**src/rtl/linescanner_pkg.sv**
```systemverilog
// Shared constants for the line-scan capture slice: FSM encoding, pixel width
// and a counter-width helper.
package linescanner_pkg;

  localparam int PIXEL_W = 8;

  localparam logic [1:0] ST_IDLE  = 2'd0;
  localparam logic [1:0] ST_START = 2'd1;
  localparam logic [1:0] ST_READ  = 2'd2;
  localparam logic [1:0] ST_GAP   = 2'd3;

  // Bits needed to hold the values 0..n-1; never less than one bit.
  function automatic int cnt_width(input int n);
    return (n <= 2) ? 1 : $clog2(n);
  endfunction

endpackage

```
**src/rtl/linescanner_capture_unit_if.sv**
```systemverilog
// Sensor-side and pixel-side signals of the line-scan capture unit.
// The master is the capture unit; the slave is the sensor/ADC plus the downstream packer.
interface linescanner_capture_unit_if;
  import linescanner_pkg::*;

  logic               sensor_clk;
  logic               sensor_si;
  logic [PIXEL_W-1:0] adc_data;
  logic [PIXEL_W-1:0] pixel_data;
  logic               pixel_captured;
  logic               line_done;

  // pixel_captured is a valid-only strobe with no ready: the consumer must take
  // pixel_data in the single cycle it is high; line_done only ever rides along with it.
  modport master (
    output sensor_clk, sensor_si, pixel_data, pixel_captured, line_done,
    input  adc_data
  );

  modport slave (
    input  sensor_clk, sensor_si, pixel_data, pixel_captured, line_done,
    output adc_data
  );

endinterface

```
**src/rtl/linescanner_clock_divider.sv**
```systemverilog
// Sensor clock divider: toggles sensor_clk every CLK_DIV cycles while run is high
// and flags each toggle with a one-cycle rise_evt/fall_evt registered alongside it.
module linescanner_clock_divider
  import linescanner_pkg::*;
#(
  parameter int CLK_DIV = 4
) (
  input  logic clk,
  input  logic rst_n,
  input  logic run,
  output logic sensor_clk,
  output logic rise_evt,
  output logic fall_evt
);

  localparam int              DW       = cnt_width(CLK_DIV);
  localparam logic [DW-1:0]   DIV_LAST = DW'(CLK_DIV - 1);

  logic [DW-1:0] div_cnt;

  always_ff @(posedge clk or negedge rst_n) begin
    if (!rst_n) begin
      div_cnt    <= '0;
      sensor_clk <= 1'b0;
      rise_evt   <= 1'b0;
      fall_evt   <= 1'b0;
    end else if (!run) begin
      div_cnt    <= '0;
      sensor_clk <= 1'b0;
      rise_evt   <= 1'b0;
      fall_evt   <= 1'b0;
    end else if (div_cnt == DIV_LAST) begin
      div_cnt    <= '0;
      sensor_clk <= ~sensor_clk;
      rise_evt   <= ~sensor_clk;
      fall_evt   <= sensor_clk;
    end else begin
      div_cnt  <= div_cnt + 1'b1;
      rise_evt <= 1'b0;
      fall_evt <= 1'b0;
    end
  end

endmodule

```
**src/rtl/linescanner_capture_unit.sv**
```systemverilog
// Line-scan sensor front end: generates sensor_clk/sensor_si and registers one ADC
// byte per pixel. Optional LINESCANNER_TEST_PATTERN_EN adds test_mode (pixel index as data).
module linescanner_capture_unit
  import linescanner_pkg::*;
#(
  parameter int PIXELS_PER_LINE = 1024,
  parameter int CLK_DIV         = 4,
  parameter int INTEGRATION_GAP = 16
) (
  input  logic                        axi_aclk,
  input  logic                        axi_aresetn,
  input  logic                        enable,
`ifdef LINESCANNER_TEST_PATTERN_EN
  input  logic                        test_mode,
`endif
  linescanner_capture_unit_if.master  bus,
  output logic                        busy,
  output logic [1:0]                  state_dbg
);

  localparam int             PCW      = cnt_width(PIXELS_PER_LINE);
  localparam int             GCW      = cnt_width(INTEGRATION_GAP + 1);
  localparam logic [PCW-1:0] PIX_LAST = PCW'(PIXELS_PER_LINE - 1);
  localparam logic [GCW-1:0] GAP_LAST = GCW'(INTEGRATION_GAP - 1);

  logic [1:0]         state;
  logic [PCW-1:0]     pix_cnt;
  logic [GCW-1:0]     gap_cnt;
  logic               si_q;
  logic [PIXEL_W-1:0] pixel_q;
  logic               captured_q;
  logic               line_done_q;
  logic               rise_evt;
  logic               fall_evt;
  logic [PIXEL_W-1:0] capture_value;
  logic [PIXEL_W+PCW-1:0] pix_ext;

  linescanner_clock_divider #(
    .CLK_DIV (CLK_DIV)
  ) u_div (
    .clk        (axi_aclk),
    .rst_n      (axi_aresetn),
    .run        (state != ST_IDLE),
    .sensor_clk (bus.sensor_clk),
    .rise_evt   (rise_evt),
    .fall_evt   (fall_evt)
  );

  assign pix_ext = {{PIXEL_W{1'b0}}, pix_cnt};

`ifdef LINESCANNER_TEST_PATTERN_EN
  assign capture_value = test_mode ? pix_ext[PIXEL_W-1:0] : bus.adc_data;
`else
  assign capture_value = bus.adc_data;
`endif

  always_ff @(posedge axi_aclk or negedge axi_aresetn) begin
    if (!axi_aresetn) begin
      state       <= ST_IDLE;
      pix_cnt     <= '0;
      gap_cnt     <= '0;
      si_q        <= 1'b0;
      pixel_q     <= '0;
      captured_q  <= 1'b0;
      line_done_q <= 1'b0;
    end else begin
      captured_q  <= 1'b0;
      line_done_q <= 1'b0;
      case (state)
        ST_IDLE: begin
          if (enable) state <= ST_START;
        end
        ST_START: begin
          // SI rises on one sensor_clk fall and drops on the next, bracketing one rise.
          if (fall_evt) begin
            if (!si_q) begin
              si_q <= 1'b1;
            end else begin
              si_q    <= 1'b0;
              pix_cnt <= '0;
              state   <= ST_READ;
            end
          end
        end
        ST_READ: begin
          if (fall_evt) begin
            pixel_q    <= capture_value;
            captured_q <= 1'b1;
            if (pix_cnt == PIX_LAST) begin
              line_done_q <= 1'b1;
              gap_cnt     <= '0;
              state       <= ST_GAP;
            end else begin
              pix_cnt <= pix_cnt + 1'b1;
            end
          end
        end
        ST_GAP: begin
          // The fall that closes the gap doubles as START's first fall, so back-to-back
          // lines are separated by exactly INTEGRATION_GAP sensor periods.
          if (fall_evt) begin
            if (gap_cnt == GAP_LAST) begin
              gap_cnt <= '0;
              if (enable) begin
                si_q  <= 1'b1;
                state <= ST_START;
              end else begin
                state <= ST_IDLE;
              end
            end else begin
              gap_cnt <= gap_cnt + 1'b1;
            end
          end
        end
        default: state <= ST_IDLE;
      endcase
    end
  end

  assign bus.sensor_si      = si_q;
  assign bus.pixel_data     = pixel_q;
  assign bus.pixel_captured = captured_q;
  assign bus.line_done      = line_done_q;
  assign busy               = (state != ST_IDLE);
  assign state_dbg          = state;

endmodule

```
**src/flat_wrapper.sv**
```systemverilog
// flat-port wrapper written by rule: the top's interface ports become plain ports
module linescanner_capture_unit_flat import linescanner_pkg::*;
#(
  parameter int PIXELS_PER_LINE = 1024,
  parameter int CLK_DIV         = 4,
  parameter int INTEGRATION_GAP = 16
)
  (axi_aclk, axi_aresetn, enable, busy, state_dbg, bus_sensor_clk, bus_sensor_si, bus_pixel_data, bus_pixel_captured, bus_line_done, bus_adc_data);
  linescanner_capture_unit_if bus_i ();
  input  logic axi_aclk;
  input  logic axi_aresetn;
  input  logic enable;
  output logic busy;
  output logic [1:0] state_dbg;
  output wire logic [$bits(bus_i.sensor_clk)-1:0] bus_sensor_clk;
  output wire logic [$bits(bus_i.sensor_si)-1:0] bus_sensor_si;
  output wire logic [$bits(bus_i.pixel_data)-1:0] bus_pixel_data;
  output wire logic [$bits(bus_i.pixel_captured)-1:0] bus_pixel_captured;
  output wire logic [$bits(bus_i.line_done)-1:0] bus_line_done;
  input wire logic [$bits(bus_i.adc_data)-1:0] bus_adc_data;
  assign bus_sensor_clk = bus_i.sensor_clk;
  assign bus_sensor_si = bus_i.sensor_si;
  assign bus_pixel_data = bus_i.pixel_data;
  assign bus_pixel_captured = bus_i.pixel_captured;
  assign bus_line_done = bus_i.line_done;
  assign bus_i.adc_data = bus_adc_data;
  linescanner_capture_unit #(.PIXELS_PER_LINE(PIXELS_PER_LINE), .CLK_DIV(CLK_DIV), .INTEGRATION_GAP(INTEGRATION_GAP)) u_core (.axi_aclk(axi_aclk), .axi_aresetn(axi_aresetn), .enable(enable), .bus(bus_i), .busy(busy), .state_dbg(state_dbg));
endmodule
```
**config.mk**
```make
export PLATFORM = sky130hd
export DESIGN_NAME = linescanner_capture_unit_flat
export DESIGN_NICKNAME = d
export VERILOG_FILES = /design/src/rtl/linescanner_pkg.sv /design/src/rtl/linescanner_capture_unit_if.sv /design/src/rtl/linescanner_clock_divider.sv /design/src/rtl/linescanner_capture_unit.sv /design/src/flat_wrapper.sv
export SDC_FILE = /design/constraint.sdc
export NUM_CORES = 1
export LEC_CHECK = 0
export ABC_AREA = 1
export BUFFER_PORTS_ARGS = -buffer_cell sky130_fd_sc_hd__buf_2
export CORE_ASPECT_RATIO = 0.8
export CORE_MARGIN = 4
export CORE_UTILIZATION = 60
export DETAILED_ROUTE_END_ITERATION = 10
export HOLD_SLACK_MARGIN = 0.12
export PLACE_DENSITY = 0.94
export SYNTH_ARGS = -nofsm -noshare
export SYNTH_HDL_FRONTEND = slang
export SYNTH_HIERARCHICAL = 1
export SYNTH_SLANG_ARGS = --single-unit
```
**constraint.sdc**
```tcl
create_clock -name axi_aclk -period 5 [get_ports axi_aclk]
set_input_delay 0.5 -clock axi_aclk [delete_from_list [all_inputs] [get_ports axi_aclk]]
set_output_delay 0.5 -clock axi_aclk [all_outputs]
set_load 0.005 [all_outputs]
```
* After elaboration in Yosys (flattened, before gate mapping)
Index checks and enable logic that the tools add are counted.
** Cells by class
- Multiply operators :: 0
- Multiplexer cells :: 36
- Equal/unequal tests :: 16
- $add $sub $neg :: 3
- Bitwise logic cells :: 1
- Shifts and indexed selects :: 0
- Reductions and logical operators :: 10
- Magnitude comparators :: 0
- Divide/modulo/power cells :: 0
** Operators by type and width (number)
- 2-to-1 mux 10 bit :: 4
- 2-to-1 mux 5 bit :: 4
- case mux 10 bit (2 select lines) :: 1
- 2-to-1 mux 2 bit :: 9
- 2-to-1 mux 1 bit :: 15
- != test 2 bit, second input constant :: 6
- adder 10 x 1 -> 10 bit, second input constant :: 1
- == test 10 bit, second input constant :: 1
- case mux 5 bit (2 select lines) :: 1
- AND reduction 5 bit :: 2
- != test 2 x 1 -> 1 bit, second input constant :: 4
- case mux 2 bit (4 select lines) :: 1
- nonzero test 2 bit :: 4
- AND reduction 7 bit :: 1
- == test 2 bit, second input constant :: 3
- adder 5 x 1 -> 5 bit, second input constant :: 1
- == test 5 x 4 -> 1 bit, second input constant :: 1
- AND reduction 4 bit :: 1
- adder 2 x 1 -> 2 bit, second input constant :: 1
- == test 2 x 1 -> 1 bit, second input constant :: 1
- logical NOT 2 bit :: 1
- case mux 1 bit (2 select lines) :: 1
- AND reduction 2 bit :: 1
- inverter 1 bit :: 1
** Word-level totals
- Output and inout bits :: 15
- Memories kept :: 0
- Memory bits (read-only) :: 0
- Bits in writable memories :: 0
- Input bits :: 11
- Bits in latches :: 0
- Register bits :: 32
- Word-level logic and storage cells :: 76

* Logic depth before layout (Yosys ltp)
Gate-level depths: netlist of run 1.
- Word-level depth :: 4
- Gate-level depth with buffers :: 11
- Mapped depth without buffers :: 10

* By module
Netlist of run 1, hierarchy kept.
** By module, submodules not included
- linescanner_capture_unit :: sequential area each 700.7 sq um, cells an instance 197, area each 1557.7 sq um, times used 1
- linescanner_clock_divider :: sequential area each 125.1 sq um, cells an instance 20, area each 201.4 sq um, times used 1

* Worst setup path before layout of run 1
Ideal clock, no wire load.
- Path type :: register to register
- From :: register u_core.state[0], in the netlist u_core/state_dbg[0]
- To :: register u_core.pix_cnt[5]
- Data required time :: 4.873 ns
- Library setup time :: 0.127 ns
- Cell stages (with the launch flop) :: 12
- Data arrival time :: 1.497 ns
- Clock period less this slack :: 1.623 ns
- Setup slack :: 3.377 ns
- Path buffers :: 1
- Path through :: dfrtp_1 inv_1 ha_1 inv_1 nand2_1 nand2_1 nand2_1 inv_1 o21ai_4 buf_8 nand2_1 o21ai_2
** On the way
- Longest elaborated chain between the ends :: 3
- Elaborated cells between the ends (all ways) :: 9
- Classes of those cells :: 6 x eq/ne; 1 x mux; 2 x reduce/logical
** RTL lines
- start, declared :: line linescanner_capture_unit.sv:26 : logic [1:0] state;
- start signal, assigned :: line linescanner_capture_unit.sv:59 : state <= ST_IDLE;
- start signal, assigned :: line linescanner_capture_unit.sv:71 : if (enable) state <= ST_START;
- start signal, assigned :: line linescanner_capture_unit.sv:81 : state <= ST_READ;
- == test 2 bit or == test 2 x 1 -> 1 bit (tied branches) :: line linescanner_capture_unit.sv:69 : case (state)
- != test 2 bit (no source line), or another cell as far along
- AND reduction 5 bit (no source line)
- end signal, assigned :: line linescanner_capture_unit.sv:94 : pix_cnt <= pix_cnt + 1'b1;
- end, declared :: line linescanner_capture_unit.sv:27 : logic [PCW-1:0] pix_cnt;
Parallel ways exist; a longest one is shown, timed or not.
A chain may end at the register's enable or synchronous reset.

* Worst setup path after layout of run 1
- From :: register u_core.state[0], in the netlist u_core/state_dbg[0]
- To :: register u_core.pix_cnt[9]
The elaborated chain is that of the path after synthesis.

==> results by group, run 1 <==
Die
  – Die area: approximately 3800 µm²
  – Horiz. Die Dim: slightly below 70 µm
  – I/O Pins: 26
  – Row count: 17
  – Core Box Area: around 2800 µm²
  – Initial Util: 0.626
  – DIE HEIGHT: roughly 56 µm

Synth
  – Cells after synthesis: ~220
  – Yosys warns: 6
  – Avg Cell Area, Syn: 8.05 µm²
  – Net Count, Synth: between 200 and 250
  – Synthesized area: roughly 1700 µm²

Worst setup path
  – Crit path DAT: around 2.3 ns
  – Worst reg2reg path endpoint: u_core/pix_cnt[9]
  – Crit-path cells: inv_1 -> ha_1 -> inv_1 -> nand2_1 -> nand2_1 -> nand2_1 -> inv_1 -> o21ai_4 -> o21ai_0
  – Crit. End Element: flop
  – R2R Setup Slk: between 2 and 3 ns
  – CP Max Fanout: 19
  – Bufs and invs on worst path: 3
  – Req. time, crit path: between 5 and 6 ns
  – Number of cells on the worst reg-to-reg path: 9
  – FF-to-FF Start: u_core/state_dbg[0]
  – Setup CP Type: flop to flop
  – CP peak stage delay: 0.45 ns
  – Crit-path leading delay family: flip-flops
  – CP max stage cell: dfrtp_1
  – Worst Setup Start Kind: flop

Detailed routing
  – Metal3 WL: slightly above 200 µm
  – Via density: around 5.1
  – Drt wl/cell: 12.1 µm
  – DR top layer: met4
  – DRC viols: 0
  – Met1 WL: between 1.5 and 2 mm
  – Via Count: 1457
  – Met2 routed WL: about 1.6 mm
  – DRT iter0 DRCs: 65
  – Initial DRT Pass Iterations: 4
  – Final ANT Viol Nets: 0
  – WL final: 3.44 mm

STA
  – Unrepaired setup endpoints after global routing: false
  – Final Slew Violations: 0
  – Hold Vio Cnt, Final: 0
  – Min cycle time layout: 2.08 ns
  – Final Cycle Share: 0.415
  – WHS: 0.200 ns
  – Slew headroom: 0.543
  – Worst-Margin Slew: 0.686 ns
  – Max Freq: between 0.4 and 0.5 GHz
  – Setup_tns: 0 ns
  – Clk_skew: about 0.014 ns
  – Final setup vio count: 0

Power and ir drop
  – Pwr Total: approximately 880 µW
  – Cell leakage power: about 1.0 nW
  – Pwr/cell area: 449 nW/µm²
  – Max VDD drop: ~330 µV

Hold path
  – Worst Hold Class: input port to async pin

CTS
  – Post-CTS Hold Fix Bufs: 0
  – CTS tree: yes
  – Latest clock arrival within the worst-skew pair: roughly 0.33 ns
  – Worst-path clk slew: about 0.11 ns
  – Clk sinks: 32
  – Number of CTS-inserted buffers: 5
  – PostCTS Resize Cnt: 0
  – Setup Buffers After CTS: 0
  – Clock tree buffer depth: 2
  – CTS HTree Levels: 2
  – Root Driver: clkbuf_4

Layout
  – Antenna cells: 0
  – Fillers: ~200
  – Final non-filler cell total: about 280
  – Layout area overhead: 13.1%
  – Most frequent cells in the layout: 83 x nand2_1, 32 x dfrtp_1, 25 x buf_2, 25 x inv_1, 17 x nand3_1
  – Fin util: 0.708
  – # nets final: roughly 270
  – Share of layout cells above drive strength 1: 0.191
  – Commonest non-fill, non-tap cell in the layout: nand2_1

Status
  – Status: complete, no violations

Global routing
  – Largest net degree at the start of global routing: 33
  – Gr usage total: 0.212
  – Initial antenna violation count: 0
  – First-pass GRT wire length: 6.17 mm
  – Gr ovfl total: 0
  – Vias in the first global route: about 1400

Run
  – Maxcap violations: 0

Placement
  – DP HPWL: around 2.5 mm
  – GPL Wtd Cong: approximately 0.76
  – Placed instance count: about 280
  – PortBufs: 25
[worst register-to-register path, cell delays in order, from the launching register on]
cell and delay [ns]:
dfrtp_1 0.45, inv_1 0.16, ha_1 0.45, inv_1 0.18
nand2_1 0.12, nand2_1 0.07, nand2_1 0.05, inv_1 0.06
o21ai_4 0.21, o21ai_0 0.17
[per-layer routing]
metal | vias to the layer above | GRT usage
met2 | 47 | 0.335
met3 | 4 | 0.0586
met4 | 0 | 0.0623
met1 | 673 | 0.279
li1 | 733 | -
met5 | - | 0
[registers in the layout, summed over array words and instances, names as in the netlist]
| signal | flops |
|---|---|
| u_core/bus.line_done | 1 |
| u_core/bus.pixel_captured | 1 |
| u_core/bus.pixel_data | 8 |
| u_core/bus.sensor_si | 1 |
| u_core/gap_cnt | 5 |
| u_core/pix_cnt | 10 |
| u_core/state_dbg | 2 |
| u_core/u_div/div_cnt | 2 |
| u_core/u_div/fall_evt | 1 |
| u_core/u_div/sensor_clk | 1 |
[final cells by class]
type | instances | area, µm² | share of cell area
multi-input combinational | 155 | 810 | 0.414
sequential | 32 | 801 | 0.409
timing repair buffer | 25 | 125 | 0.0639
clock buffer | 6 | 41.3 | 0.0211
tap | 38 | 47.5 | 0.0243
inverter | 26 | 97.6 | 0.0499
clock inverter | 2 | 35.0 | 0.0179
[how the worst max path moves through the flow]
stage	from	end	slack [ns]	depth (start not counted)
finish	u_core/state_dbg[0]	u_core/pix_cnt[9]	2.92	9
global route	u_core/state_dbg[0]	u_core/pix_cnt[2]	2.69	10
CTS	u_core/state_dbg[0]	u_core/pix_cnt[9]	2.94	9
detailed placement	u_core/state_dbg[0]	u_core/pix_cnt[9]	2.99	9
global placement	u_core/state_dbg[0]	u_core/pix_cnt[9]	3.10	9
floorplan	u_core/state_dbg[0]	u_core/pix_cnt[5]	3.38	11
[per-stage QoR]
stage / setup WS, ns / instance area [µm²]
global route: 2.69 / 1960
floorplan: 3.38 / 1730
global placement: 3.10 / 1880
CTS: 2.94 / 1960
detailed placement: 2.99 / 1880
finish: 2.92 / 1960
[power by group]
group          leakage, nW  switching (mW)  internal (mW)
Sequential           0.400          0.0449          0.315
Combinational        0.563           0.209          0.117
Clock               0.0422          0.0888          0.105
(Power assumes the default switching activity.)
==> inputs of run 2 (changes only) <==
- ABC_AREA: 1 -> 0
- CORE_UTILIZATION: 60 -> 56
- PLACE_DENSITY: 0.94 -> 0.9
- clock period: 5 -> 2.1 ns (I/O delays scaled with it)
==> run 2 against run 1 <==
  * Sequential power up 74%
  * Sequential cell count is the same
  * Design area is 0.51% lower
  * Fmax grew 7.2%
  * Wire length shrank 1.2%
  * Critical path depth fell by 3
  * Synthesized cell count down 31%
  * Global-route usage shrank 1.4 points
  * Sequential share of layout area rose by 0.27 points
  * Critical path type unchanged
  * Highest routed layer unchanged
==> results by group, run 2 <==
Worst setup path
  – Crit path DAT: approximately 2.1 ns
  – Req. time, crit path: 2.31 ns
  – Worst Setup Start Kind: flop
  – FF-to-FF Start: u_core/state_dbg[1]
  – Worst reg2reg path endpoint: u_core/pix_cnt[7]
  – CP Max Fanout: 7
  – Crit. End Element: flop
  – Number of cells on the worst reg-to-reg path: 6
  – R2R Setup Slk: between 0.15 and 0.2 ns
  – Setup CP Type: flop to flop

Layout
  – Fillers: 195
  – Antenna cells: 0
  – Multi-input logic area: around 810 µm²
  – Commonest non-fill, non-tap cell in the layout: dfrtp_1
  – Share of layout cells above drive strength 1: 0.287
  – Final instance area: slightly below 2000 µm²
  – # nets final: 200
  – Register area: about 800 µm²
  – Largest Register: u_core/pix_cnt
  – Most frequent cells in the layout: 31 x dfrtp_1, 25 x buf_2, 9 x mux2_2, 9 x ha_1
  – Max reg flops: 10
  – Layout area overhead: 17.8%
  – Fin util: 0.699

Detailed routing
  – Drt wl/cell: 15.5 µm
  – Via Count: 1285
  – DRT iter0 DRCs: just under 100
  – DRC viols: 0
  – WL final: 3.40 mm
  – Initial DRT Pass Iterations: 4
  – Via density: around 5.9
  – Final ANT Viol Nets: 0

Die
  – I/O Pins: 26
  – Horiz. Die Dim: 68.7 µm
  – Die area: around 3900 µm²
  – Initial Util: 0.593
  – Core Box Area: ~2800 µm²
  – Row count: 17
  – DIE HEIGHT: ~57 µm

Placement
  – GPL Wtd Cong: between 0.8 and 0.9
  – DP HPWL: between 2 and 2.5 mm
  – Cell area after placement: approximately 1800 µm²
  – Setup WS pre-CTS: 0.129 ns
  – PortBufs: 25

Power and ir drop
  – Clk network pwr share: 0.464
  – Sw power: roughly 250 µW
  – Max VDD drop: about 460 µV
  – Pwr/cell area: around 640 nW/µm²
  – Logic pwr share: 0.031
  – Sequential share of power: 0.505
  – Pwr Total: ~1.2 mW
  – Internal: 994 µW
  – Cell leakage power: ~0.88 nW
  – Net Sw Frac: 0.200

STA
  – Max Freq: 0.516 GHz
  – Worst-Margin Slew: 0.691 ns
  – Hold Vio Cnt, Final: 0
  – Unrepaired setup endpoints after global routing: false
  – Min cycle time layout: between 1.5 and 2 ns
  – Setup_tns: 0 ns
  – Final Slew Violations: 0
  – Slack of the critical path: approximately 0.16 ns
  – Final setup vio count: 0
  – Slew headroom: 0.539
  – Clk_skew: slightly below 0.002 ns
  – Final Cycle Share: 0.922

Global routing
  – Vias in the first global route: around 1300
  – Gr usage total: 0.198
  – Gr ovfl total: 0
  – First-pass GRT wire length: around 6 mm
  – Largest net degree at the start of global routing: 33
  – Initial antenna violation count: 0

Synth
  – Avg Cell Area, Syn: 11.2 µm²
  – Cells after synthesis: 148
  – Yosys warns: 6
  – Net Count, Synth: 168
  – Synthesized area: approximately 1700 µm²

Hold path
  – Worst Hold End: u_core/bus.pixel_data[0]
  – Worst Hold Class: input port to flop
  – Hold Startpoint: bus_adc_data[0]
  – Worst hold path depth: 2

CTS
  – CTS HTree Levels: 2
  – Latest clock arrival within the worst-skew pair: 0.28 ns
  – Clock tree buffer depth: 2
  – Root Driver: clkbuf_8
  – Worst-path clk slew: about 0.07 ns
  – Clk sinks: 32
  – Setup Buffers After CTS: 0
  – Number of CTS-inserted buffers: 5
  – CTS tree: yes

Status
  – Status: complete, no violations

Run
  – Maxcap violations: 0
-- run 2: routing by layer --
layer,GRT usage,share of wire,vias to the layer above
li1,-,-,615
met1,0.274,0.46,622
met2,0.298,0.47,43
met3,0.0600,0.063,5
met4,0.0556,0.0091,0
met5,0,0,-
-- run 2: power by group through the flow --
stage	sequential, mW	clock, mW	combinational [mW]
2_1_floorplan	0.640	0	0.00704
3_3_place_gp	0.639	0	0.0365
3_5_place_dp	0.639	0	0.0381
4_1_cts	0.628	0.581	0.0397
5_1_grt	0.628	0.616	0.0441
6_report	0.628	0.577	0.0383
-- run 2: area by class of cell --
type,instances,share of cell area
multi-input cells,104,0.414
clock inverters,2,0.0180
well taps,38,0.0244
flip-flops and latches,32,0.412
repair buffers,28,0.0771
clock buffers,6,0.0373
inverters,9,0.0174
-- run 2: worst max-delay path by stage --
stage | slack, ns | start | to | cells after the start
6_report | 0.16 | u_core/state_dbg[1] | u_core/pix_cnt[7] | 6
5_1_grt | 0.02 | u_core/state_dbg[1] | u_core/pix_cnt[2] | 6
4_1_cts | 0.10 | u_core/state_dbg[1] | u_core/pix_cnt[7] | 6
3_5_place_dp | 0.13 | u_core/state_dbg[1] | u_core/pix_cnt[7] | 6
3_3_place_gp | 0.23 | u_core/state_dbg[1] | u_core/pix_cnt[7] | 6
2_1_floorplan | 0.25 | u_core/state_dbg[0] | u_core/pix_cnt[7] | 6
-- run 2: per-stage QoR --
| step | std cells | hold WS [ns] |
|---|---|---|
| finish | 219 | 0.159 |
| global route | 219 | 0.152 |
| CTS | 219 | 0.154 |
| detailed placement | 210 | 0.295 |
| global placement | 210 | 0.280 |
| floorplan | 148 | -0.0856 |
-- run 2: critical path, stage by stage, from the launching register on --
cell and delay (ns):
dfrtp_2 0.41, inv_1 0.09, ha_1 0.23, mux2_2 0.28, o311ai_2 0.19, or4_1 0.51
a21oi_1 0.15
-- run 2: what timing repair did --
action,in CTS,in global routing
endpoints found under the setup margin,0,2
hold endpoints to repair,32,0
resized for setup,0,1
hold buffers,1,0
==> inputs of run 3 (changes only) <==
--- a/config.mk
+++ b/config.mk
@@ -7,11 +7,11 @@
 export LEC_CHECK = 0
 export ABC_AREA = 0
-export BUFFER_PORTS_ARGS = -buffer_cell sky130_fd_sc_hd__buf_2
 export CORE_ASPECT_RATIO = 0.8
 export CORE_MARGIN = 4
-export CORE_UTILIZATION = 56
+export CORE_UTILIZATION = 62
 export DETAILED_ROUTE_END_ITERATION = 10
+export DONT_BUFFER_PORTS = 1
 export HOLD_SLACK_MARGIN = 0.12
-export PLACE_DENSITY = 0.9
+export PLACE_DENSITY = 0.89
 export SYNTH_ARGS = -nofsm -noshare
 export SYNTH_HDL_FRONTEND = slang
==> constraint.sdc (replaced) <==
create_clock -name axi_aclk -period 2.1 [get_ports axi_aclk]
set_input_delay 0.21 -clock axi_aclk [delete_from_list [all_inputs] [get_ports axi_aclk]]
set_output_delay 0.21 -clock axi_aclk [all_outputs]
set_load 0.1 [all_outputs]
==> run 3 against run 2 <==
  * Cell count fell by 0.91%
  * Largest power group unchanged
  * Die area decreased by 8.5%
  * Design area up 4.6%
  * Critical path depth increased by 1
  * Critical path type unchanged
  * Wire length increased by 23%
  * Sequential cell count unchanged
  * Sequential share of layout area down 1.5 points
  * Worst hold slack improved by 0.013 ns
  * Setup slack worse by 0.080 ns
  * Sequential power about the same
==> results by group, run 3 (synthesized netlist as in run 2, its figures left out) <==
Layout
  – Most frequent cells in the layout: 29 x dfrtp_1, 18 x buf_4, 9 x dlygate4sd3_1
  – Antenna cells: 0
  – Commonest non-fill, non-tap cell in the layout: dfrtp_1
  – Largest Register: u_core/pix_cnt
  – Layout area overhead: 23.2%
  – # nets final: 200
  – Max reg flops: 10
  – Share of layout cells above drive strength 1: 0.276

Placement
  – PortBufs: 0
  – DP HPWL: about 2.6 mm
  – Setup WS pre-CTS: just over 0.1 ns
  – GPL Wtd Cong: approximately 0.89

CTS
  – Latest clock arrival within the worst-skew pair: between 0.3 and 0.4 ns
  – Setup Buffers After CTS: 0
  – Clock tree buffer depth: 2
  – Worst-path clk slew: between 0.1 and 0.15 ns
  – Clk sinks: 32
  – CTS tree: yes
  – CTS HTree Levels: 2
  – Number of CTS-inserted buffers: 5
  – Root Driver: clkbuf_4

Global routing
  – First-pass GRT wire length: 6.89 mm
  – Largest net degree at the start of global routing: 33
  – Initial antenna violation count: 0
  – Gr usage total: 0.271
  – Vias in the first global route: 1368
  – Gr ovfl total: 0

Worst setup path
  – Setup CP Type: flop to flop
  – Crit-path cells: inv_1 -> ha_2 -> mux2_4 -> o311ai_2 -> buf_4 -> or3_1 -> a21oi_1
  – Worst Setup Start Kind: flop
  – Crit path DAT: about 2.3 ns
  – CP max stage cell: dfrtp_4
  – CP Max Fanout: 6
  – CP peak stage delay: approximately 0.53 ns
  – Crit-path leading delay family: flip-flops
  – Req. time, crit path: ~2.4 ns
  – Crit. End Element: flop
  – Bufs and invs on worst path: 2

STA
  – Final setup vio count: 0
  – Unrepaired setup endpoints after global routing: false
  – Worst-Margin Slew: ~0.5 ns
  – Min cycle time layout: between 2 and 2.5 ns
  – Slack of the critical path: 0.0833 ns
  – Hold Vio Cnt, Final: 0
  – Max Freq: approximately 0.50 GHz
  – Slew headroom: 0.665
  – Setup_tns: 0 ns
  – Final Cycle Share: 0.960
  – Clk_skew: around 0.015 ns
  – Final Slew Violations: 0

Detailed routing
  – Via Count: ~1400
  – Initial DRT Pass Iterations: 4
  – DRC viols: 0
  – DRT iter0 DRCs: about 110
  – Via density: between 6 and 7
  – WL final: 4.18 mm
  – Final ANT Viol Nets: 0
  – Drt wl/cell: about 19 µm

Die
  – Row count: 16
  – Core Box Area: around 2500 µm²
  – I/O Pins: 26
  – DIE HEIGHT: 54.2 µm
  – Initial Util: 0.660
  – Horiz. Die Dim: around 66 µm
  – Die area: around 3600 µm²

Hold path
  – Worst Hold Class: input port to flop

Power and ir drop
  – Pwr/cell area: 597 nW/µm²
  – Cell leakage power: 0.890 nW
  – Max VDD drop: ~540 µV

Run
  – Maxcap violations: 0

Status
  – Status: complete, no violations
[run 3: cell types whose count changed in the layout (fill, tap and decap cells not counted), sizes merged]
cell / change
clkinvlp: +1
clkbuf: -1
dlygate4sd3: +8
buf: -8
[run 3: final cells by class]
type | count | area [µm²]
flip-flops and latches | 32 | 810
multi-input cells | 104 | 823
well taps | 36 | 45.0
clock inverters | 3 | 42.5
inverters | 9 | 33.8
fillers | 133 | 465
repair buffers | 28 | 245
clock buffers | 5 | 37.5
[run 3: worst paths after layout]
| check | start | end | slack, ns | depth (start not counted) |
|---|---|---|---|---|
| min reg2reg | u_core/u_div/div_cnt[0] | u_core/u_div/div_cnt[0] | 0.49 | 1 |
| min in group asynchronous | axi_aresetn | u_core/pix_cnt[1] | 0.32 | 2 |
| min | enable | u_core/bus.sensor_si | 0.17 | 3 |
| max | u_core/state_dbg[1] | u_core/pix_cnt[3] | 0.08 | 7 |
| max in group asynchronous | axi_aresetn | u_core/pix_cnt[0] | 1.60 | 2 |
| max reg2reg | u_core/state_dbg[1] | u_core/pix_cnt[3] | 0.08 | 7 |
[run 3: repair_timing]
item,in CTS,in global routing
setup endpoints to repair,0,6
resized for setup,0,4
hold endpoints to repair,40,0
hold buffers,10,0
[run 3: power by group]
part           total [mW]  leakage [nW]  internal [mW]  switching, mW
sequential          0.627         0.406          0.623        0.00305
clock               0.475        0.0412          0.248          0.227
combinational       0.113         0.443         0.0308         0.0826
[run 3: worst min-delay path: stages]
cell and delay (ns):
nand2b_1 0.07, a31oi_1 0.08, nor2_1 0.12
[run 3: metrics by stage]
stage	cell area [µm²]	std cells	hold slack (ns)	utilization	power, mW
final	2040	217	0.172	0.814	1.22
after CTS	2020	217	0.162	0.808	1.21
after detailed placement	1830	199	-0.0847	0.732	0.722
after global placement	1830	199	-0.0848	0.732	0.719
after global routing	2040	217	0.181	0.814	1.26
after floorplan	1660	148	-0.0856	-	0.705
[run 3: per-layer routing]
layer  global-route usage  share of wire
met1                0.314           0.38
met2                0.439           0.47
met3               0.0981          0.090
met4                0.155          0.055
met5                    0              0
